==> config.mk <==
export PLATFORM = sky130hd
export DESIGN_NAME = thirty_two_bit_serial_alu_flat
export DESIGN_NICKNAME = d
export VERILOG_FILES = /design/src/rtl/thirty_two_bit_serial_alu_if.sv /design/src/rtl/thirty_two_bit_serial_alu.sv /design/src/flat_wrapper.sv
export SDC_FILE = /design/constraint.sdc
export NUM_CORES = 1
export LEC_CHECK = 0
export ABC_AREA = 1
export CORE_ASPECT_RATIO = 1.5
export CORE_MARGIN = 4
export CORE_UTILIZATION = 45
export DETAILED_ROUTE_END_ITERATION = 12
export DONT_BUFFER_PORTS = 1
export MAX_ROUTING_LAYER = met4
export PLACE_DENSITY = 0.58
export SETUP_SLACK_MARGIN = 0.05
export SYNTH_ARGS = -nofsm -noshare
export SYNTH_HDL_FRONTEND = slang
export SYNTH_SLANG_ARGS = --single-unit
export TNS_END_PERCENT = 5
==> constraint.sdc <==
create_clock -name clk -period 12.3 [get_ports clk]
set_clock_uncertainty 0.15 [all_clocks]
set_input_delay 1.23 -clock clk [delete_from_list [all_inputs] [get_ports clk]]
set_output_delay 1.23 -clock clk [all_outputs]
set_load 0.005 [all_outputs]
==> src/rtl/thirty_two_bit_serial_alu_if.sv <==
// Start/busy/done handshake and operand/result bus for the nibble-serial ALU.
interface thirty_two_bit_serial_alu_if;
  logic        start;
  logic [2:0]  op;
  logic [31:0] a;
  logic [31:0] b;
  logic        busy;
  logic        done;
  logic [31:0] result;
  logic        carry_out;
  logic        zero;

  modport master (
    output start, op, a, b,
    input  busy, done, result, carry_out, zero
  );

  modport slave (
    input  start, op, a, b,
    output busy, done, result, carry_out, zero
  );
endinterface

==> src/rtl/thirty_two_bit_serial_alu.sv <==
// 32-bit ALU computing one 4-bit slice per clock, LSB nibble first,
// with the ripple carry held in a flip-flop between slices.
module thirty_two_bit_serial_alu (
  input logic                        clk,
  input logic                        rst_n,
  thirty_two_bit_serial_alu_if.slave bus
);

  localparam int unsigned W  = 32;
  localparam int unsigned NW = 4;
  localparam int unsigned IW = 3;
  localparam int unsigned OW = 3;

  localparam logic [1:0] S_IDLE = 2'd0;
  localparam logic [1:0] S_RUN  = 2'd1;
  localparam logic [1:0] S_DONE = 2'd2;

  localparam logic [OW-1:0] OP_AND = 3'b000;
  localparam logic [OW-1:0] OP_OR  = 3'b001;
  localparam logic [OW-1:0] OP_XOR = 3'b010;
  localparam logic [OW-1:0] OP_NOT = 3'b011;
  localparam logic [OW-1:0] OP_ADD = 3'b100;
  localparam logic [OW-1:0] OP_SUB = 3'b101;
  localparam logic [OW-1:0] OP_NEG = 3'b110;

  logic [1:0]    r_state, w_nxt_state;
  logic [OW-1:0] r_op, w_nxt_op;
  logic [W-1:0]  r_a, w_nxt_a;
  logic [W-1:0]  r_b, w_nxt_b;
  logic [W-1:0]  r_result, w_nxt_result;
  logic [IW-1:0] r_idx, w_nxt_idx;
  logic          r_c, w_nxt_c;
  logic          r_busy, w_nxt_busy;
  logic          r_done, w_nxt_done;
  logic          r_carry_out, w_nxt_carry_out;
  logic          r_zero, w_nxt_zero;

  logic [NW-1:0] w_a_nib, w_b_nib, w_nib;
  logic [NW:0]   w_sum;
  logic          w_arith;

  // Single shared slice: selects the current nibble and evaluates the op on it.
  always_comb begin
    w_a_nib = r_a[{r_idx, 2'b00} +: NW];
    w_b_nib = r_b[{r_idx, 2'b00} +: NW];
    w_sum   = '0;
    w_nib   = '0;
    w_arith = 1'b0;
    case (r_op)
      OP_AND: w_nib = w_a_nib & w_b_nib;
      OP_OR:  w_nib = w_a_nib | w_b_nib;
      OP_XOR: w_nib = w_a_nib ^ w_b_nib;
      OP_NOT: w_nib = ~w_a_nib;
      OP_ADD: begin
        w_arith = 1'b1;
        w_sum   = {1'b0, w_a_nib} + {1'b0, w_b_nib} + 5'(r_c);
        w_nib   = w_sum[NW-1:0];
      end
      OP_SUB: begin
        w_arith = 1'b1;
        w_sum   = {1'b0, w_a_nib} + {1'b0, ~w_b_nib} + 5'(r_c);
        w_nib   = w_sum[NW-1:0];
      end
      OP_NEG: begin
        w_arith = 1'b1;
        w_sum   = {1'b0, ~w_a_nib} + 5'(r_c);
        w_nib   = w_sum[NW-1:0];
      end
      default: w_nib = '0;
    endcase
  end

  // Next-state and next-output logic.
  always_comb begin
    w_nxt_state     = r_state;
    w_nxt_op        = r_op;
    w_nxt_a         = r_a;
    w_nxt_b         = r_b;
    w_nxt_result    = r_result;
    w_nxt_idx       = r_idx;
    w_nxt_c         = r_c;
    w_nxt_busy      = r_busy;
    w_nxt_done      = 1'b0;
    w_nxt_carry_out = r_carry_out;
    w_nxt_zero      = r_zero;

    case (r_state)
      S_IDLE, S_DONE: begin
        if (bus.start) begin
          w_nxt_state  = S_RUN;
          w_nxt_op     = bus.op;
          w_nxt_a      = bus.a;
          w_nxt_b      = bus.b;
          w_nxt_result = '0;
          w_nxt_idx    = '0;
          w_nxt_c      = (bus.op == OP_SUB) || (bus.op == OP_NEG);
          w_nxt_busy   = 1'b1;
        end else begin
          w_nxt_state = S_IDLE;
          w_nxt_busy  = 1'b0;
        end
      end
      S_RUN: begin
        w_nxt_result[{r_idx, 2'b00} +: NW] = w_nib;
        w_nxt_c   = w_arith ? w_sum[NW] : 1'b0;
        w_nxt_idx = r_idx + 3'd1;
        if (r_idx == 3'd7) begin
          w_nxt_state     = S_DONE;
          w_nxt_busy      = 1'b0;
          w_nxt_done      = 1'b1;
          w_nxt_carry_out = w_arith ? w_sum[NW] : 1'b0;
          w_nxt_zero      = (w_nxt_result == '0);
        end
      end
      default: begin
        w_nxt_state = S_IDLE;
        w_nxt_busy  = 1'b0;
      end
    endcase
  end

  always_ff @(posedge clk or negedge rst_n) begin
    if (!rst_n) begin
      r_state     <= S_IDLE;
      r_op        <= '0;
      r_a         <= '0;
      r_b         <= '0;
      r_result    <= '0;
      r_idx       <= '0;
      r_c         <= 1'b0;
      r_busy      <= 1'b0;
      r_done      <= 1'b0;
      r_carry_out <= 1'b0;
      r_zero      <= 1'b1;
    end else begin
      r_state     <= w_nxt_state;
      r_op        <= w_nxt_op;
      r_a         <= w_nxt_a;
      r_b         <= w_nxt_b;
      r_result    <= w_nxt_result;
      r_idx       <= w_nxt_idx;
      r_c         <= w_nxt_c;
      r_busy      <= w_nxt_busy;
      r_done      <= w_nxt_done;
      r_carry_out <= w_nxt_carry_out;
      r_zero      <= w_nxt_zero;
    end
  end

  assign bus.busy      = r_busy;
  assign bus.done      = r_done;
  assign bus.result    = r_result;
  assign bus.carry_out = r_carry_out;
  assign bus.zero      = r_zero;

endmodule

==> src/flat_wrapper.sv <==
// flat-port wrapper written by rule: the top's interface ports become plain ports
module thirty_two_bit_serial_alu_flat 
  (clk, rst_n, bus_start, bus_op, bus_a, bus_b, bus_busy, bus_done, bus_result, bus_carry_out, bus_zero);
  thirty_two_bit_serial_alu_if bus_i ();
  input logic clk;
  input logic rst_n;
  input wire logic [$bits(bus_i.start)-1:0] bus_start;
  input wire logic [$bits(bus_i.op)-1:0] bus_op;
  input wire logic [$bits(bus_i.a)-1:0] bus_a;
  input wire logic [$bits(bus_i.b)-1:0] bus_b;
  output wire logic [$bits(bus_i.busy)-1:0] bus_busy;
  output wire logic [$bits(bus_i.done)-1:0] bus_done;
  output wire logic [$bits(bus_i.result)-1:0] bus_result;
  output wire logic [$bits(bus_i.carry_out)-1:0] bus_carry_out;
  output wire logic [$bits(bus_i.zero)-1:0] bus_zero;
  assign bus_i.start = bus_start;
  assign bus_i.op = bus_op;
  assign bus_i.a = bus_a;
  assign bus_i.b = bus_b;
  assign bus_busy = bus_i.busy;
  assign bus_done = bus_i.done;
  assign bus_result = bus_i.result;
  assign bus_carry_out = bus_i.carry_out;
  assign bus_zero = bus_i.zero;
  thirty_two_bit_serial_alu u_core (.clk(clk), .rst_n(rst_n), .bus(bus_i));
endmodule
==> results.txt <==
The flow ran to the end, and the final reports show no timing, DRC or antenna violations. For the net switching power figure, the log shows 0.001090 W. The logs give 12.45 ns for the critical path required time and 51 for the number of placement rows.

In this run the remaining antenna-violating nets after routing total 0. Most used flip-flop cell after synthesis: sky130_fd_sc_hd__dfrtp_1. The critical path contains buffers and inverters numbering 4 combined.

By count the netlist is led by sky130_fd_sc_hd__nand2_1 (150), sky130_fd_sc_hd__dfrtp_1 (107), sky130_fd_sc_hd__inv_1 (91), sky130_fd_sc_hd__nor2_1 (89), sky130_fd_sc_hd__nand3_1 (46). The part of the Yosys area used for sequential elements was 0.4419. The tools report the clock root buffer master as sky130_fd_sc_hd__clkbuf_16. Average wire per cell in the routed design: 18.09 um.

The number of design-rule violations left by the first detailed-router iteration came out at 235. The highest achievable clock rate is 209.9 MHz, and the largest fanout on the critical path is 53. Counting stages on the worst path, the most repeated cell is sky130_fd_sc_hd__nand2_1. The analysis attributes to cell leakage a power of 3.206 nW. The clock reaches the later pin of the worst-skew pair after 0.35 ns.

The stage delay of the slowest cell on the critical path works out to 0.74 ns. The tree built by TritonCTS fans out to 108 sinks. The tools report the detailed-route DRC error count as 0.

Clock-pin slew was measured on the worst setup and hold paths at 0.08 ns. The total via count after detailed routing was 4,950; the accumulated negative setup slack was 0 ns. The run gives 0.4940 as the post-layout utilization of the core. The congestion estimate from routability-driven global placement came to 0.8965. Hold repair after CTS inserted 0 buffers. Setup violations remaining at the end of the flow were counted as 0.

In this run, synthesis produced a sequential element count of 108. Total power per unit cell area: 337.5 nW/um^2. The run gives 0.4654 as the starting utilization of the core area. The Yosys warning count came out at 0. The layout has 1,285 filler cells. The portion of synthesized cell area occupied by the leading cell type is 0.4376, and the number of enable flip-flop cells after synthesis is 0. The die is 150.8 um tall.

The run gives 6118 sq um as the total standard cell area after synthesis. Broken down by cell family, the worst path's largest delay share belongs to simple AND/OR/NAND/NOR gates. The run gives 0 as the count of final max-slew check failures. The clock period could shrink to 4.764 ns. The die covers 15,560 sq um. After detailed routing, the number of vias per cell comes to 5.494. After global routing the overflow that remains totals 0.

In this run the post-CTS setup repair buffer count came out at 0. The part of the cycle the worst path needs was 0.3873; the pin count of the biggest net entering global routing was 109. The internal power of the cells totals 0.001102 W. The share of async-settable or async-resettable flops after synthesis was 1.000; the data arrival time of the critical path was 4.91 ns.

The run gives 1 as the initial antenna violation count. The type of origin of the critical path was a flip-flop. The boundary pin count is 106, and the part of the power in registers is 0.300.

From left edge to right edge, the die measures 103.2 um. The tightest slew margin relative to the limit is 0.3684, and the quantity of I/O buffers inserted on ports is 0. Setup repair after global routing left no endpoint under its margin. The tools report the final hold violation count as 0.

STA classifies the critical path endpoint as a flip-flop. The path class of the tightest hold or removal check is flip-flop to flip-flop. The area growth from synthesis to layout came out at 6.135%. The actual transition at the worst max-transition pin works out to 0.9463 ns. The pre-antenna-repair detailed-routing pass consisted of 5 iterations. By instance count, the leading cell after synthesis is sky130_fd_sc_hd__nand2_1. The mean instance size in the synthesized netlist came out at 8.082 sq um. TritonCTS built the clock tree. On the critical path, the stage with the largest delay is an instance of sky130_fd_sc_hd__dfrtp_2. Counting along the longest clock path gives a buffer depth of 2. The via count of the first global-routing pass came out at 5,091.

The first global-routing pass estimated 26,100 um of wire. The final net count is 830, and the all-layer global routing usage is 0.2227. By area the synthesized netlist is led by sky130_fd_sc_hd__dfrtp_1 (44%), sky130_fd_sc_hd__nand2_1 (9.2%), sky130_fd_sc_hd__mux2_2 (6.8%), sky130_fd_sc_hd__inv_1 (5.6%), sky130_fd_sc_hd__nor2_1 (5.5%). The worst-case IR drop observed on VDD is 0.1318 mV.

Max-cap violations in this run came to 0. TritonCTS created 9 clock buffers. Part of the total power dissipated in the clock network: 0.133. The critical path in this run is classified as flip-flop to flip-flop. Synthesis instantiated 38 different standard cells from the library.

The post-synthesis net count came out at 851. The tools report the post-CTS resize count as 0. Switching part of the total: 0.4972. Traced cell by cell, the critical path runs through inv_2 > o21ai_0 > o22ai_1 > inv_1 > o21ai_0 > inv_1 > fa_1 > fa_1 > xnor2_1 > a21oi_1 > nand2_1 > a21oi_2 > nand2_2 > nand4_1 > nand2_1 > nand2_1 > nand2_1 > inv_1 > nand3_1 > nor2_1 > nand3_1 > nand2_1. The largest area contributor in the netlist was sky130_fd_sc_hd__dfrtp_1. The H-tree was split into 3 levels.

The floorplan step defined a core boundary enclosing 13,150 sq um. The logs give 757 for the number of instances in the synthesized netlist and 0.568 for the combinational cell fraction of total power. The ratio of cells with drive above 1 in the final layout is 0.1012, and the final routed wirelength across all metal layers is 16,300 um. Detailed placement ended at an HPWL of 12,320 um.
==> cell usage in the layout (no fill, tap or decap), drive strengths merged <==
cell / count
dfstp: 1
clkinvlp: 1
a21oi: 42
diode: 1
nor4: 1
clkinv: 3
inv: 98
dfrtp: 107
nand3b: 3
xor2: 1
mux2: 37
clkbuf: 10
ha: 20
o22ai: 26
xnor2: 1
fa: 4
a21o: 5
nor2: 90
buf: 3
nand4: 20
o21ai: 48
o221ai: 1
o311ai: 1
nand3: 49
nand2: 154
o21bai: 1
a22o: 3
nor3: 11
==> worst reg2reg max path, cell delays in order (launching register included) <==
cell	delay, ns
sky130_fd_sc_hd__dfrtp_2	0.74
sky130_fd_sc_hd__inv_2	0.58
sky130_fd_sc_hd__o21ai_0	0.15
sky130_fd_sc_hd__o22ai_1	0.18
sky130_fd_sc_hd__inv_1	0.07
sky130_fd_sc_hd__o21ai_0	0.39
sky130_fd_sc_hd__inv_1	0.15
sky130_fd_sc_hd__fa_1	0.42
sky130_fd_sc_hd__fa_1	0.43
sky130_fd_sc_hd__xnor2_1	0.15
sky130_fd_sc_hd__a21oi_1	0.13
sky130_fd_sc_hd__nand2_1	0.09
sky130_fd_sc_hd__a21oi_2	0.14
sky130_fd_sc_hd__nand2_2	0.12
sky130_fd_sc_hd__nand4_1	0.14
sky130_fd_sc_hd__nand2_1	0.07
sky130_fd_sc_hd__nand2_1	0.11
sky130_fd_sc_hd__nand2_1	0.06
sky130_fd_sc_hd__inv_1	0.05
sky130_fd_sc_hd__nand3_1	0.06
sky130_fd_sc_hd__nor2_1	0.18
sky130_fd_sc_hd__nand3_1	0.10
sky130_fd_sc_hd__nand2_1	0.07
==> layer usage <==
layer / up-vias / wire length [um] / track usage
met4: 0 / 429 / 0.08620
met2: 159 / 8816 / 0.3936
met5: - / 0 / -
met1: 2316 / 6341 / 0.2501
met3: 32 / 711 / 0.03180
li1: 2443 / - / -
==> path summary, 6_finish.rpt <==
kind	depth (start not counted)	end	from	slack (ns)
max	22	u_core.bus.zero$_DFFE_PN1P_	u_core.r_idx[0]$_DFFE_PN0P_	7.54
min	2	u_core.bus.zero$_DFFE_PN1P_	u_core.bus.zero$_DFFE_PN1P_	0.35
max reg2reg	22	u_core.bus.zero$_DFFE_PN1P_	u_core.r_idx[0]$_DFFE_PN0P_	7.54
min reg2reg	2	u_core.bus.zero$_DFFE_PN1P_	u_core.bus.zero$_DFFE_PN1P_	0.35
max in group asynchronous	0	u_core.r_idx[0]$_DFFE_PN0P_	rst_n	11.37
min in group asynchronous	0	u_core.bus.done$_DFF_PN0_	rst_n	0.42
==> area by class of cell <==
type	instances	area, sq um	area share
multi-input combinational	518	2902	0.4468
sequential	108	2705	0.4166
inverter	96	360.3	0.05549
clock buffer	10	239.0	0.03680
tap	159	198.9	0.03064
clock inverter	6	63.81	0.009827
timing repair buffer	3	22.52	0.003468
antenna	1	2.502	0.0003854
==> power by group through the flow <==
stage / logic (W) / clock network (W) / registers [W]
global placement: 0.00123 / 0 / 0.000664
finish: 0.00124 / 0.000291 / 0.000657
CTS: 0.00124 / 0.000299 / 0.000661
floorplan: 0.000998 / 0 / 0.000586
detailed placement: 0.00124 / 0 / 0.000668
global route: 0.00141 / 0.000313 / 0.000682
==> cells by family after synthesis <==
family,synth area share
AND/OR/NAND/NOR,0.2321
buffers and inverters,0.08507
AO/OA/AOI/OAI,0.1160
flip-flops,0.4419
multiplexers,0.06810
adder cells (fa/ha/maj),0.05399
XOR/XNOR,0.002864
==> per-stage QoR <==
| stage | area (sq um) | setup WS, ns | total power, W | instances | hold slack, ns |
|---|---|---|---|---|---|
| finish | 6494 | 7.536 | 0.002192 | 901 | 0.3462 |
| global route | 6494 | 7.055 | 0.002409 | 901 | 0.3742 |
| CTS | 6491 | 7.536 | 0.002204 | 900 | 0.3461 |
| detailed placement | 6188 | 7.560 | 0.001907 | 884 | 0.3351 |
| global placement | 6188 | 7.664 | 0.001891 | 884 | 0.3272 |
| floorplan | 6118 | 8.395 | 0.001584 | 757 | 0.3069 |
==> registers in the layout, indices dropped and copies added (netlist names) <==
signal and cells:
u_core.bus.carry_out 1, u_core.bus.done 1, u_core.bus.result 32, u_core.bus.zero 1
u_core.r_a 32, u_core.r_b 32, u_core.r_c 1, u_core.r_idx 3
u_core.r_op 3, u_core.r_state 2
Note: power is estimated with default switching activity, not from simulation.
